$ cat config.mk
export PLATFORM = sky130hd
export DESIGN_NAME = fetch_sequencer
export DESIGN_NICKNAME = d
export VERILOG_FILES = /design/src/rtl/fetch_pkg.sv /design/src/rtl/redir_priority_arb.sv /design/src/rtl/fetch_sequencer.sv
export SDC_FILE = /design/constraint.sdc
export NUM_CORES = 1
export LEC_CHECK = 0
export BUFFER_PORTS_ARGS = -buffer_cell sky130_fd_sc_hd__buf_2
export CORE_AREA = 2 2 120 122
export CTS_CLUSTER_DIAMETER = 200
export CTS_CLUSTER_SIZE = 24
export DETAILED_ROUTE_END_ITERATION = 16
export DIE_AREA = 0 0 122 124
export PLACE_DENSITY = 0.79
export SYNTH_ARGS = -nofsm -noshare
export SYNTH_HDL_FRONTEND = slang
export SYNTH_HIERARCHICAL = 1
export SYNTH_SLANG_ARGS = --single-unit
$ cat constraint.sdc
create_clock -name clk -period 3.45 [get_ports clk]
set_clock_uncertainty 0.2 [all_clocks]
set_input_delay 0.69 -clock clk [delete_from_list [all_inputs] [get_ports clk]]
set_output_delay 0.69 -clock clk [all_outputs]
set_load 0.01 [all_outputs]
$ cat src/rtl/fetch_pkg.sv
// Shared types and constants for the instruction fetch sequencer.
package fetch_pkg;

   typedef enum logic [1:0] {
      IDLE = 2'd0,
      REQ  = 2'd1,
      WAIT = 2'd2,
      KILL = 2'd3
   } fetch_state_e;

   // Redirect source indices; a lower index wins arbitration.
   localparam int REDIR_TRAP   = 0;
   localparam int REDIR_BRANCH = 1;
   localparam int REDIR_JUMP   = 2;

   localparam int DEFAULT_NUM_REDIR_SRC = 3;

endpackage

$ cat src/rtl/redir_priority_arb.sv
// Fixed-priority redirect arbiter: one-hot grant to the lowest set request
// and a mux selecting that requester's target address.
module redir_priority_arb #(
   parameter int NUM_REDIR_SRC    = 3,
   parameter int INSTR_ADDR_WIDTH = 32
) (
   input  logic [NUM_REDIR_SRC-1:0]                  req,
   input  logic [NUM_REDIR_SRC*INSTR_ADDR_WIDTH-1:0] addr,
   output logic [NUM_REDIR_SRC-1:0]                  gnt,
   output logic [INSTR_ADDR_WIDTH-1:0]               target
);

   // Scan from the highest index down so the lowest set index is written last.
   always_comb begin
      gnt    = '0;
      target = '0;
      for (int i = NUM_REDIR_SRC - 1; i >= 0; i--) begin
         if (req[i]) begin
            gnt    = '0;
            gnt[i] = 1'b1;
            target = addr[i*INSTR_ADDR_WIDTH +: INSTR_ADDR_WIDTH];
         end
      end
   end

endmodule

$ cat src/rtl/fetch_sequencer.sv
// Instruction fetch sequencer: PC control, single-outstanding imem handshake,
// redirect arbitration with flush/kill. FETCH_STATS_EN adds fetch/kill counters.
module fetch_sequencer
   import fetch_pkg::*;
#(
   parameter int INSTR_ADDR_WIDTH = 32,
   parameter int INSTR_WIDTH      = 32,
   parameter int NUM_REDIR_SRC    = DEFAULT_NUM_REDIR_SRC
) (
   input  logic                                      clk,
   input  logic                                      sync_rst,
   input  logic                                      clk_en,
   input  logic                                      start,
   input  logic                                      halt_req,
   input  logic [INSTR_ADDR_WIDTH-1:0]               pc_addr,
   output logic                                      pc_stall,
   output logic                                      pc_load,
   output logic [INSTR_ADDR_WIDTH-1:0]               pc_load_addr,
   output logic                                      imem_req,
   output logic [INSTR_ADDR_WIDTH-1:0]               imem_addr,
   input  logic                                      imem_gnt,
   input  logic                                      imem_rvalid,
   input  logic [INSTR_WIDTH-1:0]                    imem_rdata,
   output logic                                      instr_valid,
   output logic [INSTR_WIDTH-1:0]                    instr_data,
   output logic [INSTR_ADDR_WIDTH-1:0]               instr_addr,
   input  logic                                      instr_ready,
   input  logic [NUM_REDIR_SRC-1:0]                  redir_req,
   input  logic [NUM_REDIR_SRC*INSTR_ADDR_WIDTH-1:0] redir_addr,
   output logic [NUM_REDIR_SRC-1:0]                  redir_ack,
   output logic                                      flush,
   output logic                                      busy
`ifdef FETCH_STATS_EN
   ,
   output logic [31:0]                               stat_fetch_cnt,
   output logic [31:0]                               stat_kill_cnt
`endif
);

   fetch_state_e state, state_next;

   logic                        active;
   logic                        any_redir;
   logic                        pop;
   logic                        buf_free;
   logic                        capture;
   logic                        discard;
   logic [NUM_REDIR_SRC-1:0]    grant;
   logic [INSTR_ADDR_WIDTH-1:0] target;
   logic [INSTR_ADDR_WIDTH-1:0] fetch_addr;
   logic                        buf_valid;
   logic [INSTR_WIDTH-1:0]      buf_data;
   logic [INSTR_ADDR_WIDTH-1:0] buf_addr;

   redir_priority_arb #(
      .NUM_REDIR_SRC    (NUM_REDIR_SRC),
      .INSTR_ADDR_WIDTH (INSTR_ADDR_WIDTH)
   ) u_arb (
      .req    (redir_req),
      .addr   (redir_addr),
      .gnt    (grant),
      .target (target)
   );

   assign active    = clk_en & ~sync_rst;
   assign any_redir = |redir_req;
   assign pop       = active & buf_valid & instr_ready;
   assign buf_free  = ~buf_valid | instr_ready;
   assign busy      = (state != IDLE);

   always_ff @(posedge clk) begin
      if (sync_rst) state <= IDLE;
      else          state <= state_next;
   end

   always_comb begin
      state_next = state;
      if (active) begin
         case (state)
            IDLE: if (start) state_next = REQ;
            REQ: begin
               if (halt_req)                 state_next = IDLE;
               else if (imem_req && imem_gnt) state_next = WAIT;
            end
            WAIT: begin
               if (imem_rvalid)    state_next = halt_req ? IDLE : REQ;
               else if (any_redir) state_next = KILL;
            end
            KILL: if (imem_rvalid) state_next = halt_req ? IDLE : REQ;
            default: state_next = IDLE;
         endcase
      end
   end

   // Every output falls back to its quiet value under reset or clk_en low.
   always_comb begin
      pc_stall     = 1'b1;
      pc_load      = 1'b0;
      pc_load_addr = '0;
      imem_req     = 1'b0;
      imem_addr    = '0;
      redir_ack    = '0;
      flush        = 1'b0;
      capture      = 1'b0;
      discard      = 1'b0;
      if (active) begin
         if (any_redir) begin
            pc_load      = 1'b1;
            pc_load_addr = target;
            redir_ack    = grant;
            flush        = 1'b1;
         end
         case (state)
            REQ: begin
               if (buf_free && !any_redir && !halt_req) begin
                  imem_req  = 1'b1;
                  imem_addr = pc_addr;
               end
            end
            WAIT: begin
               if (imem_rvalid) begin
                  if (any_redir) begin
                     discard = 1'b1;
                  end else begin
                     capture  = 1'b1;
                     pc_stall = 1'b0;
                  end
               end
            end
            KILL:    discard = imem_rvalid;
            default: ;
         endcase
      end
   end

   always_ff @(posedge clk) begin
      if (sync_rst) begin
         buf_valid  <= 1'b0;
         buf_data   <= '0;
         buf_addr   <= '0;
         fetch_addr <= '0;
      end else if (clk_en) begin
         if (imem_req && imem_gnt) fetch_addr <= pc_addr;
         if (any_redir) begin
            buf_valid <= 1'b0;
         end else if (capture) begin
            buf_valid <= 1'b1;
            buf_data  <= imem_rdata;
            buf_addr  <= fetch_addr;
         end else if (pop) begin
            buf_valid <= 1'b0;
         end
      end
   end

   assign instr_valid = buf_valid;
   assign instr_data  = buf_data;
   assign instr_addr  = buf_addr;

`ifdef FETCH_STATS_EN
   always_ff @(posedge clk) begin
      if (sync_rst) begin
         stat_fetch_cnt <= '0;
         stat_kill_cnt  <= '0;
      end else begin
         if (capture) stat_fetch_cnt <= stat_fetch_cnt + 32'd1;
         if (discard) stat_kill_cnt  <= stat_kill_cnt + 32'd1;
      end
   end
`endif

endmodule

### Word level (Yosys, flattened, before mapping)

Index checks and enable logic that the tools add are counted.

| storage, ports and cells | value |
|---|---|
| register bits | 99 |
| word-level logic and storage cells | 68 |

| operators by class | value |
|---|---|
| eq/ne operators | 7 |
| multiplexer cells | 36 |
| bitwise operators | 7 |
| reduce and logical (&&, ||, !) cells | 13 |

Operators by type and width:

| cell | number |
|---|---|
| $mux 32 | 8 |
| $mux 1 | 16 |
| $mux 3 | 5 |
| $mux 2 | 6 |
| $pmux 2 s4 | 1 |
| $ne 3x3->1 const B | 2 |
| $reduce_and 5->1 | 1 |
| $eq 2x2->1 const B | 2 |
| $ne 2x2->1 const B | 2 |
| $reduce_and 2->1 | 2 |
| $and 1x1->1 | 3 |
| $logic_and 1x1->1 | 3 |
| $not 1->1 | 3 |
| $reduce_and 3->1 | 1 |
| $reduce_bool 3->1 | 1 |
| $reduce_or 3->1 | 1 |
| $eq 2x1->1 const B | 1 |
| $logic_not 1->1 | 2 |
| $logic_not 2->1 | 1 |
| $reduce_bool 2->1 | 1 |
| $or 1x1->1 | 1 |

### Longest topological paths before layout

Gate-level depths: netlist (run 1).

| depth | value |
|---|---|
| depth after elaboration | 11 |
| mapped depth | 7 |

### Cells and area by module

The synthesis (run 1) kept the hierarchy.

Modules (own cells, without submodules):

| module | times used | cells each | area each (um^2) | seq. area each (um^2) |
|---|---|---|---|---|
| fetch_sequencer | 1 | 510 | 4456.8 | 1981.9 |
| redir_priority_arb | 1 | 149 | 957.2 | 0.0 |

### Worst setup path after synthesis (run 1)

No wires, ideal clock.

| path | value |
|---|---|
| path type | input to output |
| from | input port redir_req[1] |
| to | output port imem_addr[10] |
| data arrival time | 1855 ps |
| data required time | 2560 ps |
| setup slack | 705 ps |
| stages on the path | 4 |
| buffers on the path | 1 |
| path through | or3_4 nor4_4 clkbuf_1 and2_1 |

| between the ends | value |
|---|---|
| cells in the longest elaborated chain, start to end | 7 |

RTL lines:

| element | line | RTL |
|---|---|---|
| from (decl) | fetch_sequencer.sv:28 | `input logic [NUM_REDIR_SRC-1:0] redir_req,` |
| $reduce_or 3->1 | fetch_sequencer.sv:66 | `assign any_redir = \|redir_req;` |
| $logic_not 1->1 | fetch_sequencer.sv:115 | `if (buf_free && !any_redir && !halt_req) begin` |
| $logic_and 1x1->1 (2 in a row) | fetch_sequencer.sv:115 |  |
| $mux 32 | fetch_sequencer.sv:115 |  |
| $mux 32 | fetch_sequencer.sv:113 | `case (state)` |
| $mux 32 | fetch_sequencer.sv:106 | `if (active) begin` |
| to (decl) | fetch_sequencer.sv:20 | `output logic [INSTR_ADDR_WIDTH-1:0] imem_addr,` |

Every way passes these cells.

### Worst setup path in the final report (run 1)

| path | value |
|---|---|
| from | input port redir_req[1] |
| to | output port imem_addr[20] |

Same word-level chain as after synthesis.

==> results of run 1 <==
metal layers:
metal | track usage (%) | vias up
met5 | 0 | -
met4 | 6.82 | 0
met3 | 6.64 | 28
met2 | 34.7 | 221
met1 | 28.3 | 2760
li1 | - | 2896
Yosys cell counts (all sizes together) (22+ instances only):
cell type | count | area share, %
nand2 | 64 | 4.4
clkbuf | 56 | 4.5
dfxtp | 99 | 37
nor2b | 35 | 4.0
a21oi | 83 | 7.9
buf | 22 | 3.0
and2 | 32 | 3.7
and3 | 35 | 4.0
nand3b | 33 | 4.6
o311ai | 46 | 7.4
o21ai | 48 | 4.4
mux2i | 32 | 5.9
worst max path at each step:
| stage | start | endpoint | slack [ns] | cells after the start |
|---|---|---|---|---|
| after floorplan | redir_req[1] | imem_addr[10] | 0.70 | 4 |
| after global placement | redir_req[1] | pc_load_addr[20] | 0.47 | 5 |
| after detailed placement | redir_req[1] | redir_ack[2] | 0.44 | 5 |
| after CTS | redir_req[1] | imem_addr[20] | 0.45 | 6 |
| after global routing | redir_req[1] | redir_ack[2] | 0.31 | 5 |
| final | redir_req[1] | imem_addr[20] | 0.44 | 6 |
layout make-up:
cell class,instances,area (sq um),share of cell area [%]
well taps,180,225,3.10
diodes,1,2.50,0.0344
inverters,17,63.8,0.878
repair buffers,327,1720,23.7
clock inverters,7,91.3,1.26
flip-flops and latches,99,1980,27.3
clock buffers,9,225,3.10
multi-input cells,463,2950,40.6
kinds of logic (layout without fill, tap and decap cells):
kind of cell	count (synthesis)	in the layout	synth area share [%]
other cells	0	1	0
mux	33	33	6.12
buf+inv	97	360	9.13
flops	99	99	36.6
simple gates	232	232	25.4
compound gates	198	198	22.7
worst max-delay path, stage by stage:
cell and delay, ns:
sky130_fd_sc_hd__buf_2 0.12, sky130_fd_sc_hd__or3_4 0.40, sky130_fd_sc_hd__nor4_4 0.26, sky130_fd_sc_hd__buf_4 0.32
sky130_fd_sc_hd__and2_1 0.18, sky130_fd_sc_hd__buf_2 0.13
power groups by stage:
stage,clock network (mW),registers (mW),logic [mW]
2_1_floorplan,0,1.17,0.181
3_3_place_gp,0,1.17,0.336
3_5_place_dp,0,1.17,0.337
4_1_cts,1.08,1.14,0.338
5_1_grt,1.13,1.14,0.374
6_report,1.06,1.14,0.340
state kept, by name (all words and copies together), names as in the netlist:
name         count
instr_addr      32
fetch_addr      32
instr_data      32
instr_valid      1
state            2
metrics by stage:
step | setup WS [ns] | instance area (sq um) | cells | total power, mW | hold slack [ns]
finish | 0.442 | 7260 | 1103 | 2.54 | 0.257
global route | 0.306 | 7260 | 1102 | 2.65 | 0.273
CTS | 0.446 | 7260 | 1102 | 2.57 | 0.262
detailed placement | 0.443 | 6950 | 1086 | 1.51 | 0.252
global placement | 0.473 | 6950 | 1086 | 1.51 | 0.242
floorplan | 0.705 | 5410 | 659 | 1.35 | 0.235
==> impl_metrics.tcl, run 1 <==
set metrics [dict create \
    run_status "completed" \
    reg2reg_to "instr_addr[11]$_SDFFE_PP0P_" \
    nFillCells 1324 \
    period_needed_ns 3.01 \
    hold_viol 0 \
    cts-root-to-sink-buffers 2 \
    final.setup.tns_ns 0 \
    port-buffer-count 307 \
    p_sw_share_pct 26.0 \
    num-nets-final 1088 \
    holdCritPathClass "reg2reg" \
    number_of_enable_type_register_cells_in_the_synthesized_netlist 0 \
    p_leak_nw 3.40 \
    ys_dominant_reg_cell "sky130_fd_sc_hd__dfxtp_1" \
    dp_hpwl_microns 12600 \
    hold-path-cell-count 2 \
    insertion_delay_ns 0.34 \
    drt_pass1_iterations 4 \
    vdd_ir_drop_max_v 0.000269 \
    route.detailed.wl_per_inst_microns 16.0 \
    top_level_ports 308 \
    p_seq_share_pct 45.0 \
    drt_drc_violations_left 0 \
    worst_setup_path_start_kind "input port" \
    grt_usage_pct 21.8 \
    post_route_m1_wl_microns 7430 \
    numClockSinks 99 \
    clock_buffer_count_from_cts 9 \
    grt_first_pass_wirelength_microns 26300 \
    synth_cells 659 \
    cts-hold-fix-buffers 0 \
    layout_utilization_pct 53.0 \
    rsz0062_at_grt "no" \
    starting_density_of_the_core_pct 39.5 \
    viasPerCell 5.35 \
    met3RoutedLength_microns 1440 \
    ff2ff_path_depth 4 \
    mostFrequentLayoutCell "sky130_fd_sc_hd__buf_2" \
    synthesis.nets 830 \
    power_report.internal_total_mw 1.88 \
    die-height_microns 124 \
    post_synthesis_cell_area_sq_um 5410 \
    tritoncts "built" \
    die-area_sq_um 15100 \
    synth_seq_cells 99 \
    ctsHtreeMaxLevel 3 \
    grt_pass1_vias 5037 \
    worst-endpoint-required_ns 2.56 \
    synth_async_sr_flop_share_pct 0 \
    power_frac_comb_pct 13.4 \
    route.met2.wl_microns 8390 \
    r2r_setup_slack_ns 1.70 \
    worstHoldEndpoint "instr_addr[22]$_SDFFE_PP0P_" \
    die_width_microns 122 \
    hp-start "fetch_addr[22]$_SDFFE_PP0P_" \
    worstPathArrival_ns 2.12 \
    critPathMaxFanout 33 \
    maxCapViolations 0 \
    synth-warning-count 6 \
    powerDensity_nw_per_um2 350 \
    globalplace.congestion 0.946 \
    most_used_cells_in_the_layout_excluding_fill_and_tap_cells "307 x sky130_fd_sc_hd__buf_2, 99 x sky130_fd_sc_hd__dfxtp_1, 80 x sky130_fd_sc_hd__a21oi_1, 64 x sky130_fd_sc_hd__nand2_1, 46 x sky130_fd_sc_hd__o311ai_0" \
    root_buffer "sky130_fd_sc_hd__clkbuf_16" \
    largest_net_degree_at_the_start_of_global_routing 102 \
    report.final.setup_viol 0 \
    overflow 0 \
    antenna_left 0 \
    synth.avg_cell_area_sq_um 8.22 \
    maxSlewViolCount 0 \
    detailroute.via_count 5905 \
    maxSlewHeadroom_pct 34.7 \
    grt_antenna_before_repair 1 \
    yosysUniqueCellTypes 41 \
    power_switching_mw 0.661 \
    max_slew.worst_pin.slew_ns 0.979 \
    synthToLayoutAreaGrowth_pct 34.2 \
    drive_above_1_share_pct 38.6 \
    cts.reportedPaths.clkPinSlew_ns 0.08 \
    top_layer_used "met4" \
    cts_setup_buffers 0 \
    critical_path.endpoint_type "primary output" \
    wl_microns 17600 \
    detail_route.iter0.violations 443 \
    p_clk_share_pct 41.6 \
    cts.repair.resized 0 \
    sequential_fraction_of_the_synthesis_area_pct 36.6 \
    row_count 43 \
    core_area_sq_um 13700 \
    post-route-period-util_pct 87.2 \
    critPathKind "in2out" \
    fmax_ghz 0.332 \
    regToRegStartpoint "state[1]$_SDFFE_PP0P_" \
]
No activity file was read; power rests on OpenSTA's default activity.
==> run 2: changes to the inputs <==
--- a/config.mk
+++ b/config.mk
@@ -11,7 +11,8 @@
 export CTS_CLUSTER_SIZE = 24
 export DETAILED_ROUTE_END_ITERATION = 16
 export DIE_AREA = 0 0 122 124
-export PLACE_DENSITY = 0.79
+export PLACE_DENSITY = 0.8
+export REMOVE_ABC_BUFFERS = 1
 export SYNTH_ARGS = -nofsm -noshare
 export SYNTH_HDL_FRONTEND = slang
 export SYNTH_HIERARCHICAL = 1
==> impl_metrics.tcl, run 2 (synthesis gave the netlist of run 1 again) <==
set metrics [dict create \
    holdCritPathClass "reg2reg" \
    diodes_inserted 0 \
    period_needed_ns 3.09 \
    core_area_sq_um 13700 \
    dp_hpwl_microns 12300 \
    root_buffer "sky130_fd_sc_hd__clkbuf_16" \
    globalplace.congestion 0.973 \
    critPathKind "in2out" \
    cp_cell_sequence "buf_2 > or3_4 > nor4_4 > buf_4 > and2_1 > buf_2" \
    die_width_microns 122 \
    die-area_sq_um 15100 \
    run_status "completed" \
    multi_input_area_sq_um 2950 \
    grt_first_pass_wirelength_microns 25700 \
    placedCellCount 1083 \
    viasPerCell 5.34 \
    final-seq-area_sq_um 1980 \
    antenna_left 0 \
    max_slew.worst_pin.slew_ns 0.928 \
    postLayoutSetupSlackWorst_ns 0.356 \
    cts_setup_buffers 0 \
    drive_above_1_share_pct 38.4 \
    p_leak_nw 3.37 \
    num-nets-final 1085 \
    worst-path-buf-inv 3 \
    drt_pass1_iterations 5 \
    final.setup.tns_ns 0 \
    grt_pass1_vias 5005 \
    ctsHtreeMaxLevel 3 \
    top_level_ports 308 \
    crit_top_cell "sky130_fd_sc_hd__buf_2" \
    synthToLayoutAreaGrowth_pct 32.9 \
    critical_path.endpoint_type "primary output" \
    grt_antenna_before_repair 1 \
    critPathMaxFanout 33 \
    port-buffer-count 307 \
    post_layout_nonfiller_instances 1099 \
    die-height_microns 124 \
    hold_viol 0 \
    nFillCells 1325 \
    maxSlewHeadroom_pct 38.2 \
    layout_utilization_pct 52.4 \
    detail_route.iter0.violations 503 \
    slowest_delay_ns 0.41 \
    route.detailed.wl_per_inst_microns 15.8 \
    maxCapViolations 0 \
    powerDensity_nw_per_um2 340 \
    post-route-period-util_pct 89.7 \
    rsz0062_at_grt "no" \
    clock_buffer_count_from_cts 9 \
    insertion_delay_ns 0.35 \
    crit_family "simple AND/OR/NAND/NOR gates" \
    cts.repair.resized 0 \
    worst-endpoint-required_ns 2.56 \
    overflow 0 \
    drt_drc_violations_left 0 \
    vdd_ir_drop_max_v 0.000296 \
    detailedPlace.worstSlack_ns 0.350 \
    starting_density_of_the_core_pct 39.5 \
    cts-root-to-sink-buffers 2 \
    detailroute.via_count 5866 \
    maxSlewViolCount 0 \
    report.final.setup_viol 0 \
    grt_usage_pct 21.2 \
    wl_microns 17400 \
    cts-hold-fix-buffers 0 \
    critical-path-slowest-cell "sky130_fd_sc_hd__or3_4" \
    mostFrequentLayoutCell "sky130_fd_sc_hd__buf_2" \
    most_used_cells_in_the_layout_excluding_fill_and_tap_cells "307 x sky130_fd_sc_hd__buf_2, 99 x sky130_fd_sc_hd__dfxtp_1, 80 x sky130_fd_sc_hd__a21oi_1, 64 x sky130_fd_sc_hd__nand2_1, 46 x sky130_fd_sc_hd__o311ai_0" \
    row_count 43 \
    cts.reportedPaths.clkPinSlew_ns 0.07 \
    tritoncts "built" \
    total_power_mw 2.44 \
    numClockSinks 99 \
    largest_net_degree_at_the_start_of_global_routing 102 \
    fmax_ghz 0.323 \
    worstPathArrival_ns 2.20 \
    worst_setup_path_start_kind "input port" \
]
## run 2: power breakdown
| part | switching (mW) | internal (mW) | total, mW |
|---|---|---|---|
| registers | 0.00145 | 1.14 | 1.14 |
| clock network | 0.452 | 0.516 | 0.968 |
| logic | 0.182 | 0.148 | 0.331 |
| total | 0.635 | 1.81 | 2.44 |
## run 2: area by class of cell
type,count,area share [%]
clock buffers,10,3.32
clock inverters,6,0.643
inverters,17,0.887
multi-input cells,463,41.0
flip-flops and latches,99,27.5
well taps,180,3.13
repair buffers,324,23.5
## run 2: path summary, 6_finish.rpt
kind | start | cells past startpoint | slack, ns | to
setup / recovery | redir_req[1] | 6 | 0.36 | imem_addr[26]
hold / removal | fetch_addr[15]$_SDFFE_PP0P_ | 2 | 0.26 | instr_addr[15]$_SDFFE_PP0P_
setup reg to reg | state[1]$_SDFFE_PP0P_ | 4 | 1.30 | instr_data[25]$_SDFFE_PP0P_
hold reg to reg | fetch_addr[15]$_SDFFE_PP0P_ | 2 | 0.26 | instr_addr[15]$_SDFFE_PP0P_
## run 2: layer usage
| layer | part of all wire (%) | wire [microns] | up-vias | track usage (%) |
|---|---|---|---|---|
| met4 | 1.3 | 217 | 2 | 5.32 |
| met1 | 44 | 7580 | 2719 | 28.9 |
| met3 | 7.7 | 1340 | 18 | 5.59 |
| li1 | - | - | 2893 | - |
| met2 | 47 | 8210 | 234 | 33.5 |
| met5 | 0.063 | 11 | - | 0 |
## run 2: tightest hold or removal path, stage by stage (launching register included)
cell,delay (ns)
sky130_fd_sc_hd__dfxtp_1,0.30
sky130_fd_sc_hd__nand2_1,0.07
sky130_fd_sc_hd__o21ai_1,0.05
## run 2: per-stage QoR
step / hold WS [ns] / cell area (sq um)
3_3_place_gp: 0.247 / 6910
6_report: 0.256 / 7200
4_1_cts: 0.265 / 7200
2_1_floorplan: 0.235 / 4980
3_5_place_dp: 0.251 / 6910
5_1_grt: 0.283 / 7200
